===== src/rtl/alu_share_arbiter.sv =====
// Round-robin arbiter and sequencer that lets two requesters share one ALU:
// it latches the winner's operands, waits for the ALU to settle, then returns the result with a DONE pulse.
module alu_share_arbiter #(
  parameter int DATA_WIDTH    = 8,
  parameter int SEL_WIDTH     = 3,
  parameter int SETTLE_CYCLES = 1
) (
  input  logic                  CLK,
  input  logic                  RESET_N,
  input  logic                  REQ0,
  input  logic [SEL_WIDTH-1:0]  SEL0,
  input  logic [DATA_WIDTH-1:0] A0,
  input  logic [DATA_WIDTH-1:0] B0,
  input  logic                  REQ1,
  input  logic [SEL_WIDTH-1:0]  SEL1,
  input  logic [DATA_WIDTH-1:0] A1,
  input  logic [DATA_WIDTH-1:0] B1,
  output logic [DATA_WIDTH-1:0] ALU_DATA1,
  output logic [DATA_WIDTH-1:0] ALU_DATA2,
  output logic [SEL_WIDTH-1:0]  ALU_SELECT,
  input  logic [DATA_WIDTH-1:0] ALU_RESULT,
  output logic [DATA_WIDTH-1:0] RESULT,
  output logic                  ZERO,
  output logic                  DONE0,
  output logic                  DONE1,
  output logic                  BUSY
);

  typedef enum logic [1:0] {
    ST_IDLE,
    ST_SETTLE,
    ST_DONE
  } state_t;

  localparam logic [3:0] SETTLE_INIT = 4'(SETTLE_CYCLES);

  state_t                state_q;
  logic [3:0]            cnt_q;
  logic                  gnt_q;
  logic                  lastGnt_q;
  logic [DATA_WIDTH-1:0] aluData1_q;
  logic [DATA_WIDTH-1:0] aluData2_q;
  logic [SEL_WIDTH-1:0]  aluSelect_q;
  logic [DATA_WIDTH-1:0] result_q;
  logic                  zero_q;
  logic                  done0_q;
  logic                  done1_q;
  logic                  busy_q;

  logic                  anyReq;
  logic                  gnt_d;

  // On a tie the requester that did not win last time gets the ALU.
  always_comb begin
    anyReq = REQ0 | REQ1;
    gnt_d  = 1'b0;
    if (REQ0 && REQ1) begin
      gnt_d = ~lastGnt_q;
    end else if (REQ1) begin
      gnt_d = 1'b1;
    end
  end

  always_ff @(posedge CLK or negedge RESET_N) begin
    if (!RESET_N) begin
      state_q     <= ST_IDLE;
      cnt_q       <= 4'd0;
      gnt_q       <= 1'b0;
      lastGnt_q   <= 1'b1;
      aluData1_q  <= '0;
      aluData2_q  <= '0;
      aluSelect_q <= '0;
      result_q    <= '0;
      zero_q      <= 1'b0;
      done0_q     <= 1'b0;
      done1_q     <= 1'b0;
      busy_q      <= 1'b0;
    end else begin
      case (state_q)
        ST_IDLE: begin
          if (anyReq) begin
            gnt_q       <= gnt_d;
            lastGnt_q   <= gnt_d;
            aluData1_q  <= gnt_d ? A1 : A0;
            aluData2_q  <= gnt_d ? B1 : B0;
            aluSelect_q <= gnt_d ? SEL1 : SEL0;
            cnt_q       <= SETTLE_INIT;
            busy_q      <= 1'b1;
            state_q     <= ST_SETTLE;
          end
        end
        ST_SETTLE: begin
          cnt_q <= cnt_q - 4'd1;
          // The ALU output is only trusted on the last settle edge.
          if (cnt_q == 4'd1) begin
            result_q <= ALU_RESULT;
            zero_q   <= (ALU_RESULT == '0);
            done0_q  <= ~gnt_q;
            done1_q  <= gnt_q;
            state_q  <= ST_DONE;
          end
        end
        ST_DONE: begin
          done0_q <= 1'b0;
          done1_q <= 1'b0;
          busy_q  <= 1'b0;
          state_q <= ST_IDLE;
        end
        default: begin
          state_q <= ST_IDLE;
        end
      endcase
    end
  end

  assign ALU_DATA1  = aluData1_q;
  assign ALU_DATA2  = aluData2_q;
  assign ALU_SELECT = aluSelect_q;
  assign RESULT     = result_q;
  assign ZERO       = zero_q;
  assign DONE0      = done0_q;
  assign DONE1      = done1_q;
  assign BUSY       = busy_q;

endmodule


===== config.mk =====
export PLATFORM = sky130hd
export DESIGN_NAME = alu_share_arbiter
export DESIGN_NICKNAME = d
export VERILOG_FILES = /design/src/rtl/alu_share_arbiter.sv
export SDC_FILE = /design/constraint.sdc
export NUM_CORES = 1
export LEC_CHECK = 0
export CAP_MARGIN = 20
export CORE_ASPECT_RATIO = 0.5
export CORE_MARGIN = 8
export CORE_UTILIZATION = 46
export DETAILED_ROUTE_END_ITERATION = 12
export GPL_TIMING_DRIVEN = 1
export PLACE_DENSITY_LB_ADDON = 0.2
export RECOVER_POWER = 50
export SLEW_MARGIN = 20
export SYNTH_ARGS = -nofsm -noshare
export SYNTH_HDL_FRONTEND = slang
export SYNTH_SLANG_ARGS = --single-unit

===== constraint.sdc =====
create_clock -name CLK -period 2.7 [get_ports CLK]
set_clock_uncertainty 0.15 [all_clocks]
set_input_delay 0.405 -clock CLK [delete_from_list [all_inputs] [get_ports CLK]]
set_output_delay 0.405 -clock CLK [all_outputs]
set_load 0.02 [all_outputs]

==> results_dict.tcl, run 1 <==
set metrics [dict create \
    status "completed" \
    grt_util_met3 0.0638 \
    detailed_route_wl_mm 4.09 \
    finalMaxSlewViolations 0 \
    port_buffers 80 \
    tritoncts_num_sinks 39 \
    rrSetupSlack_ns 0.74 \
    nNetsFinal 264 \
    die_area_um2 6750 \
    via_per_inst 4.84 \
    worst-endpoint-required_ns 2.73 \
    synthArstFlopShare 1.00 \
    synth.yosys.warnings 0 \
    cts_resized 0 \
    antenna_found_initial 0 \
    area_used_by_multi_input_combinational_logic_um2 907 \
    cts_htree_levels 2 \
    worstMarginPinSlew_ns 0.821 \
    hold_buffer_count_at_cts 0 \
    area_after_dpl_um2 2790 \
    route.detailed.wl_per_inst_um 15.3 \
    clk-insertion-delay-late_ns 0.29 \
    power_leakage_nw 1.31 \
    diodes 0 \
    synthToLayoutAreaGrowth_pct 47.9 \
    first_global_vias 1435 \
    hold_violations 0 \
    timing.critical_path.to_type "register" \
    max-vdd-ir-drop_mv 0.475 \
    syn-cell-area_um2 1970 \
    grt_setup_unrepaired "no" \
    nFillCells 279 \
    dr.pass1.iters 4 \
    drt-initial-drc-count 25 \
    path_depth_of_the_worst_reg2reg_path 3 \
    number_of_design_rule_violations_left_after_detail_routing 0 \
    clk_root_buffer_cell "sky130_fd_sc_hd__clkbuf_8" \
    finalCriticalPeriod_ns 2.17 \
    regArea_um2 977 \
    hpwl_mm 3.15 \
    synthesis.area_per_instance_um2 15.3 \
    post_synth_num_cell_types 28 \
    synth_fp_nets 181 \
    hold_path.class "primary input to asynchronous set/reset pin" \
    synth_sequential_area_ratio 0.497 \
    globalRouteMet1Util 0.147 \
    switching_share 0.332 \
    internal_power_mw 2.23 \
    most-common-layout-cells "sky130_fd_sc_hd__clkdlybuf4s50_1, sky130_fd_sc_hd__dfrtp_1, sky130_fd_sc_hd__mux2_4, sky130_fd_sc_hd__inv_1, sky130_fd_sc_hd__mux2_1" \
    maximum_operating_frequency_mhz 461 \
    grt_overflow 0 \
    final_common_cell "sky130_fd_sc_hd__clkdlybuf4s50_1" \
    ant_nets 0 \
    clkSlewWorstSetupHoldPaths_ns 0.07 \
    clock_power_share 0.171 \
    core_area_um2 4000 \
    post_synth_inst_count 129 \
    net-switching-power_mw 1.11 \
    critPathArrivalTime_ns 2.20 \
    pwr-share-comb 0.508 \
    drive_gt1_frac 0.254 \
    start_util 0.492 \
    die_w_um 109 \
    grt_usage 0.130 \
    gpl.final_weighted_congestion 0.674 \
    synth_ff_type "sky130_fd_sc_hd__dfrtp_1" \
    setup-violations-final 0 \
    crit_start "REQ1" \
    worst_r2r_endpoint "ALU_DATA2[4]" \
    critical_path.startpoint_type "primary input" \
    post_cts_setup_buffer_count 0 \
    maximum_number_of_pins_on_one_net_before_global_route_repair 40 \
    die-height_um 62.3 \
    tritoncts "done" \
    ys_seq_elements 39 \
    number_of_rows_created_at_floorplan 16 \
    final.setup.tns_ns 0 \
    busiest_layer "met2" \
    rr_startpoint "state_q[1]" \
    routing_usage_on_met2 0.203 \
    synth_enable_flop_cells 0 \
    layout.cell_area.non_filler_um2 2910 \
    p_seq_frac 0.321 \
    max-clock-path-buffers 2 \
    min_period_over_period 0.803 \
    cts_bufs_inserted 5 \
    pwr_density_cell_nw_per_um2 1140 \
    ios 81 \
    timing.setup.critical_path_class "primary input to register" \
    timing.critical_path.fanout_max 22 \
    route.vias.total 1291 \
    worst_slew_margin_rel 0.453 \
    cap_violations 0 \
    grt_pass1_wl_mm 6.86 \
]
[worst max-delay path, cell delays in order]
cell and delay [ns]:
sky130_fd_sc_hd__dlygate4sd3_1 0.57, sky130_fd_sc_hd__nor2_1 0.08, sky130_fd_sc_hd__nor3_4 0.11, sky130_fd_sc_hd__clkbuf_2 0.61, sky130_fd_sc_hd__mux2_2 0.40
[Yosys cell counts, drive strengths merged (2+ instances only)]
| master | number | area share |
|---|---|---|
| buf | 5 | 0.025 |
| dfrtp | 38 | 0.48 |
| ha | 2 | 0.013 |
| inv | 6 | 0.011 |
| mux2 | 47 | 0.34 |
| mux2i | 5 | 0.025 |
| nand2 | 4 | 0.0076 |
| nand2b | 3 | 0.013 |
| nor2 | 2 | 0.0038 |
| nor3 | 2 | 0.011 |
| nor4 | 2 | 0.0064 |
| o21ai | 2 | 0.0051 |
[layout make-up]
type | count | share of cell area
sequential | 39 | 0.336
multi-input combinational | 79 | 0.312
timing repair buffer | 81 | 0.275
clock buffer | 5 | 0.0236
clock inverter | 3 | 0.0232
tap | 54 | 0.0232
inverter | 6 | 0.00774
[per-stage QoR]
step | cells | setup slack (ns) | util | total power, mW | hold slack, ns
after CTS | 267 | 0.764 | 0.731 | 3.41 | 0.0891
final | 267 | 0.532 | 0.727 | 3.33 | 0.0566
after global routing | 267 | 0.438 | 0.727 | 3.54 | 0.143
after global placement | 259 | 0.474 | 0.697 | 2.77 | 0.278
after floorplan | 129 | 1.07 | - | 2.15 | -0.0406
after detailed placement | 259 | 0.448 | 0.697 | 2.82 | 0.291
[worst max-delay path by stage]
| stage | to | slack (ns) | cells after the start |
|---|---|---|---|
| after global routing | ALU_DATA2[4] | 0.44 | 5 |
| after global placement | ALU_DATA2[4] | 0.47 | 4 |
| after detailed placement | ALU_DATA2[4] | 0.45 | 4 |
| final | ALU_DATA2[4] | 0.53 | 5 |
| after floorplan | ALU_DATA2[5] | 1.07 | 4 |
| after CTS | ALU_DATA2[4] | 0.76 | 4 |
[power by group through the flow]
stage	clock [mW]	combinational, mW	sequential, mW
after global placement	0	1.71	1.07
final	0.571	1.69	1.07
after floorplan	0	0.813	1.34
after global routing	0.619	1.81	1.11
after CTS	0.593	1.74	1.08
after detailed placement	0	1.75	1.07
[flip-flops by register name, indices dropped and copies added (netlist names), 2 cells and up]
register    cells
ALU_DATA1       8
ALU_DATA2       8
ALU_SELECT      3
RESULT          8
cnt_q           4
state_q         2
[logic make-up (layout without fill, tap and decap cells)]
group / after synthesis / after routing / share of synthesized area
buffers and inverters: 11 / 95 / 0.0362
flip-flops: 39 / 39 / 0.497
AND/OR/NAND/NOR: 17 / 17 / 0.0572
adder cells (fa/ha/maj): 2 / 2 / 0.0127
AO/OA/AOI/OAI: 8 / 8 / 0.0343
multiplexers: 52 / 52 / 0.363
[metal layers]
layer	share of wire	up-vias	routed length [µm]
met3	0.11	7	437
met1	0.41	614	1680
met5	0	-	0
met4	0.016	0	64
met2	0.47	48	1910
li1	-	622	-
Power figures use the tool's default switching activity.
==> run 2: changes to the inputs <==
- CORE_UTILIZATION: 46 -> 43
- clock period: 2.7 -> 2 ns (I/O delays scaled with it)
==> run 2 against run 1 <==
Compared with the run above: sequential cell count did not move; combinational power rose by 40%; critical endpoint is now ALU_DATA1[7]; via count rose by 0.62%; final cell count rose by 3.4%; setup slack got worse by 0.34 ns; first-iteration DRC count rose by 60%; sequential share of layout area fell by 0.46 points; worst hold slack improved by 0.24 ns; routed wire length rose by 5.1%.
==> results_dict.tcl, run 2 (synthesis gave the netlist of run 1 again) <==
set metrics [dict create \
    timing.setup.critical_path_class "primary input to register" \
    synthToLayoutAreaGrowth_pct 50.0 \
    fin_worst_hold_slack_ns 0.295 \
    ant_nets 0 \
    route.vias.total 1299 \
    grt_usage 0.124 \
    timing.critical_path.fanout_max 9 \
    ios 81 \
    path_depth 5 \
    family_with_the_most_delay_on_the_worst_path "buffers and inverters" \
    pwr-share-comb 0.548 \
    cp_cell_sequence "dlygate4sd3_1, a21bo_4, buf_12, mux2_4, mux2_1" \
    maximum_operating_frequency_mhz 554 \
    p_seq_frac 0.335 \
    post_cts_setup_buffer_count 0 \
    diodes 0 \
    gpl.final_weighted_congestion 0.714 \
    pwr_density_cell_nw_per_um2 1460 \
    antenna_found_initial 0 \
    nNetsFinal 270 \
    cts_bufs_inserted 5 \
    internal_power_mw 2.80 \
    max-clock-path-buffers 2 \
    worstMarginPinSlew_ns 0.505 \
    min-delay-start "gnt_q" \
    max-vdd-ir-drop_mv 0.685 \
    hold_violations 0 \
    drt-initial-drc-count 40 \
    timing.critical_path.to_type "register" \
    die-height_um 63.8 \
    core_area_um2 4400 \
    min_period_over_period 0.903 \
    net-switching-power_mw 1.52 \
    hpwl_mm 3.45 \
    critical_path.slowest_cell "sky130_fd_sc_hd__dlygate4sd3_1" \
    route.detailed.wl_per_inst_um 15.6 \
    detailed_route_wl_mm 4.30 \
    worst_slew_margin_rel 0.664 \
    start_util 0.447 \
    clkSlewWorstSetupHoldPaths_ns 0.07 \
    most-common-layout-cells "sky130_fd_sc_hd__clkdlybuf4s50_1, sky130_fd_sc_hd__dfrtp_1, sky130_fd_sc_hd__mux2_4, sky130_fd_sc_hd__mux2_1, sky130_fd_sc_hd__inv_1" \
    via_per_inst 4.71 \
    tritoncts_num_sinks 39 \
    rr_startpoint "lastGnt_q" \
    worst_r2r_endpoint "ALU_DATA1[4]" \
    hold_path.class "register to register" \
    cap_violations 0 \
    setup-violations-final 0 \
    finalMaxSlewViolations 0 \
    cts_resized 0 \
    port_buffers 80 \
    status "completed" \
    tritoncts "done" \
    worstPathBufferInverterCount 2 \
    power_leakage_nw 1.33 \
    grt_pass1_wl_mm 7.15 \
    switching_share 0.351 \
    critPathArrivalTime_ns 1.83 \
    hold_depth 1 \
    rrSetupSlack_ns 0.31 \
    post-route-util 0.670 \
    maximum_number_of_pins_on_one_net_before_global_route_repair 23 \
    clock_power_share 0.117 \
    clk-insertion-delay-late_ns 0.29 \
    first_global_vias 1457 \
    cpPeakStageDelay_ns 0.55 \
    die_w_um 112 \
    finalCriticalPeriod_ns 1.81 \
    number_of_rows_created_at_floorplan 17 \
    number_of_design_rule_violations_left_after_detail_routing 0 \
    final_common_cell "sky130_fd_sc_hd__clkdlybuf4s50_1" \
    dr.pass1.iters 4 \
    path_depth_of_the_worst_reg2reg_path 4 \
    die_area_um2 7130 \
    drive_gt1_frac 0.265 \
    clk_root_buffer_cell "sky130_fd_sc_hd__clkbuf_8" \
    grt_overflow 0 \
    dp.cells 267 \
    worst_hold_path.endpoint "DONE0" \
    final_non_filler_cell_total 276 \
    cts_htree_levels 2 \
    critical_path.startpoint_type "primary input" \
    grt_setup_unrepaired "no" \
    worst-endpoint-required_ns 2.02 \
]
-- run 2: worst max-delay path by stage --
| stage | startpoint | end | slack, ns |
|---|---|---|---|
| floorplan | lastGnt_q | ALU_DATA2[5] | 0.37 |
| global placement | REQ1 | ALU_DATA2[6] | -0.008 |
| detailed placement | REQ1 | ALU_DATA1[4] | -0.04 |
| CTS | ALU_SELECT[0] | ALU_SELECT[0] | 0.26 |
| global route | REQ1 | ALU_DATA2[4] | 0.17 |
| finish | REQ1 | ALU_DATA1[7] | 0.19 |
-- run 2: layout make-up --
class / count / area, µm²
Multi-Input combinational cell: 79 / 916
Clock inverter: 3 / 15.0
Fill cell: 337 / 1450
Timing Repair Buffer: 87 / 881
Clock buffer: 5 / 68.8
Sequential cell: 39 / 977
Inverter: 6 / 22.5
Tap cell: 57 / 71.3
-- run 2: layer usage --
| layer | vias to the layer above | routed length [µm] | GRT usage |
|---|---|---|---|
| met5 | - | 0 | 0 |
| li1 | 634 | - | - |
| met3 | 5 | 332 | 0.0487 |
| met4 | 0 | 48 | 0.0455 |
| met1 | 616 | 1740 | 0.136 |
| met2 | 44 | 2170 | 0.218 |
-- run 2: stage by stage --
step	cell area (µm²)	power, mW	setup TNS, ns	worst slack (ns)
2_1_floorplan	1970	2.90	0	0.374
3_3_place_gp	2870	3.82	-0.0339	-0.00835
3_5_place_dp	2870	3.87	-0.351	-0.0419
4_1_cts	2960	4.39	0	0.263
5_1_grt	2950	4.57	0	0.167
6_report	2950	4.32	0	0.194
-- run 2: timing repair --
item,in CTS,in global routing
endpoints found under the hold margin,19,0
setup endpoints to repair,0,0
hold buffers,1,0
-- run 2: power by group through the flow --
stage | registers, mW | logic (mW) | clock network, mW
after floorplan | 1.81 | 1.10 | 0
after global placement | 1.44 | 2.37 | 0
after detailed placement | 1.45 | 2.42 | 0
after CTS | 1.45 | 2.42 | 0.523
after global routing | 1.50 | 2.51 | 0.556
final | 1.44 | 2.36 | 0.507
==> run 3: changes to the inputs <==
- CORE_UTILIZATION: 43 -> 44
- CTS_BUF_LIST: unset -> sky130_fd_sc_hd__clkbuf_8
- PLACE_DENSITY: unset -> 0.89
- PLACE_DENSITY_LB_ADDON: 0.2 -> unset
- SKIP_LAST_GASP: unset -> 1
==> run 3 against run 2 <==
Compared with the run above: fmax fell by 5.0%; power rose by 2.0%; global-route usage rose by 1.5 points; register-to-register slack got worse by 0.13 ns; clock power rose by 7.3%; combinational power rose by 2%; final cell count did not move; via count rose by 4.2%; clock-buffer cell count did not move; die area fell by 1.8%; first-iteration DRC count rose by 10%; sequential share of layout area barely moved; largest power group unchanged; highest routed layer unchanged.
==> results_dict.tcl, run 3 (synthesis gave the netlist of run 1 again) <==
set metrics [dict create \
    worst_r2r_endpoint "ALU_DATA1[4]" \
    tritoncts "done" \
    drive_gt1_frac 0.269 \
    first_global_vias 1542 \
    worstMarginPinSlew_ns 0.952 \
    rrSetupSlack_ns 0.18 \
    hold_buffer_count_at_cts 1 \
    nFillCells 314 \
    timing.setup.critical_path_class "primary input to register" \
    cpPeakStageDelay_ns 0.54 \
    grt_setup_unrepaired "no" \
    power_leakage_nw 1.33 \
    clk-insertion-delay-late_ns 0.29 \
    clkSlewWorstSetupHoldPaths_ns 0.08 \
    dr.pass1.iters 4 \
    timing.critical_path.to_type "register" \
    hold_violations 0 \
    final_common_cell "sky130_fd_sc_hd__clkdlybuf4s50_1" \
    cts_resized 0 \
    synthToLayoutAreaGrowth_pct 50.2 \
    most-common-layout-cells "sky130_fd_sc_hd__clkdlybuf4s50_1, sky130_fd_sc_hd__dfrtp_1, sky130_fd_sc_hd__mux2_4, sky130_fd_sc_hd__mux2_1, sky130_fd_sc_hd__inv_1" \
    tritoncts_num_sinks 39 \
    critical_path.slowest_cell "sky130_fd_sc_hd__dlygate4sd3_1" \
    cts_htree_levels 2 \
    cap_violations 0 \
    drt-initial-drc-count 44 \
    clk_root_buffer_cell "sky130_fd_sc_hd__clkbuf_8" \
    route.detailed.wl_per_inst_um 17.4 \
    post-place-ws_ns -0.0384 \
    critPathArrivalTime_ns 1.93 \
    pwr-share-comb 0.545 \
    port_buffers 80 \
    min_period_over_period 0.950 \
    post-layout-total-power_mw 4.40 \
    cp_cell_sequence "dlygate4sd3_1, a21bo_1, buf_12, mux2_4, mux2_4" \
    hpwl_mm 3.66 \
    status "completed" \
    max-clock-path-buffers 2 \
    timing.critical_path.fanout_max 10 \
    maximum_operating_frequency_mhz 526 \
    net-switching-power_mw 1.60 \
    detailed_route_wl_mm 4.81 \
    die_w_um 111 \
    gpl.final_weighted_congestion 0.681 \
    number_of_design_rule_violations_left_after_detail_routing 0 \
    start_util 0.451 \
    via_per_inst 4.90 \
    diodes 0 \
    number_of_rows_created_at_floorplan 17 \
    clock_power_share 0.124 \
    worst_slew_margin_rel 0.365 \
    die-height_um 63.3 \
    rr_startpoint "lastGnt_q" \
    hold_path.class "register to register" \
    maximum_number_of_pins_on_one_net_before_global_route_repair 40 \
    ios 81 \
    cts_bufs_inserted 5 \
    p_seq_frac 0.332 \
    area_used_by_multi_input_combinational_logic_um2 910 \
    die_area_um2 7000 \
    grt_usage 0.140 \
    hold_depth 1 \
    fin_ws_ns 0.0998 \
    grt_overflow 0 \
    switching_share 0.363 \
    min-delay-start "gnt_q" \
    worst_path_most_repeated_cell "sky130_fd_sc_hd__mux2_4" \
    path_depth_of_the_worst_reg2reg_path 4 \
    route.vias.total 1353 \
    grt_pass1_wl_mm 8.00 \
    finalMaxSlewViolations 0 \
    core_area_um2 4360 \
    regArea_um2 977 \
    setup-violations-final 0 \
    max-vdd-ir-drop_mv 0.806 \
    nNetsFinal 270 \
    post_cts_setup_buffer_count 0 \
    worst_hold_path.endpoint "DONE0" \
    internal_power_mw 2.80 \
    finalCriticalPeriod_ns 1.90 \
    antenna_found_initial 0 \
    ant_nets 0 \
    critical_path.startpoint_type "primary input" \
    pwr_density_cell_nw_per_um2 1490 \
    worst-endpoint-required_ns 2.03 \
]
[run 3: final cells by class]
cell class | instances | share of cell area
flip-flops and latches | 39 | 0.331
multi-input cells | 79 | 0.308
well taps | 57 | 0.0241
clock buffers | 5 | 0.0233
inverters | 6 | 0.00762
repair buffers | 87 | 0.300
clock inverters | 3 | 0.00677
[run 3: worst max-delay path by stage]
stage | startpoint | to | cells past startpoint
finish | REQ1 | ALU_DATA1[4] | 5
floorplan | lastGnt_q | ALU_DATA2[5] | 4
CTS | ALU_DATA2[3] | ALU_DATA2[3] | 1
global route | REQ1 | ALU_DATA1[4] | 5
global placement | REQ1 | ALU_DATA1[2] | 5
detailed placement | REQ1 | ALU_DATA2[3] | 5
[run 3: through the flow]
step	cell area (µm²)	hold slack [ns]	std cells	util	setup TNS, ns
floorplan	1970	-0.146	129	-	0
global placement	2870	0.224	267	0.658	-0.0659
detailed placement	2870	0.235	267	0.658	-0.300
CTS	2970	0.328	276	0.681	0
global route	2960	0.344	276	0.678	0
finish	2960	0.324	276	0.678	0
[run 3: critical path: cells and delay by family]
kind                   cells  cell delay, ns
AO/OA/AOI/OAI              1            0.33
buffers and inverters      2            0.73
multiplexers               2            0.56
[run 3: layer usage]
layer / vias up / global-route usage / share of wire
li1: 636 / - / -
met2: 35 / 0.250 / 0.54
met4: 0 / 0.0684 / 0.027
met5: - / 0 / 0
met1: 670 / 0.152 / 0.40
met3: 12 / 0.0359 / 0.037
[run 3: power by group through the flow]
stage	clock network (mW)	logic (mW)	registers, mW
final	0.544	2.40	1.46
after global routing	0.583	2.53	1.52
after CTS	0.551	2.45	1.47
after detailed placement	0	2.44	1.47
after global placement	0	2.37	1.44
after floorplan	0	1.10	1.81
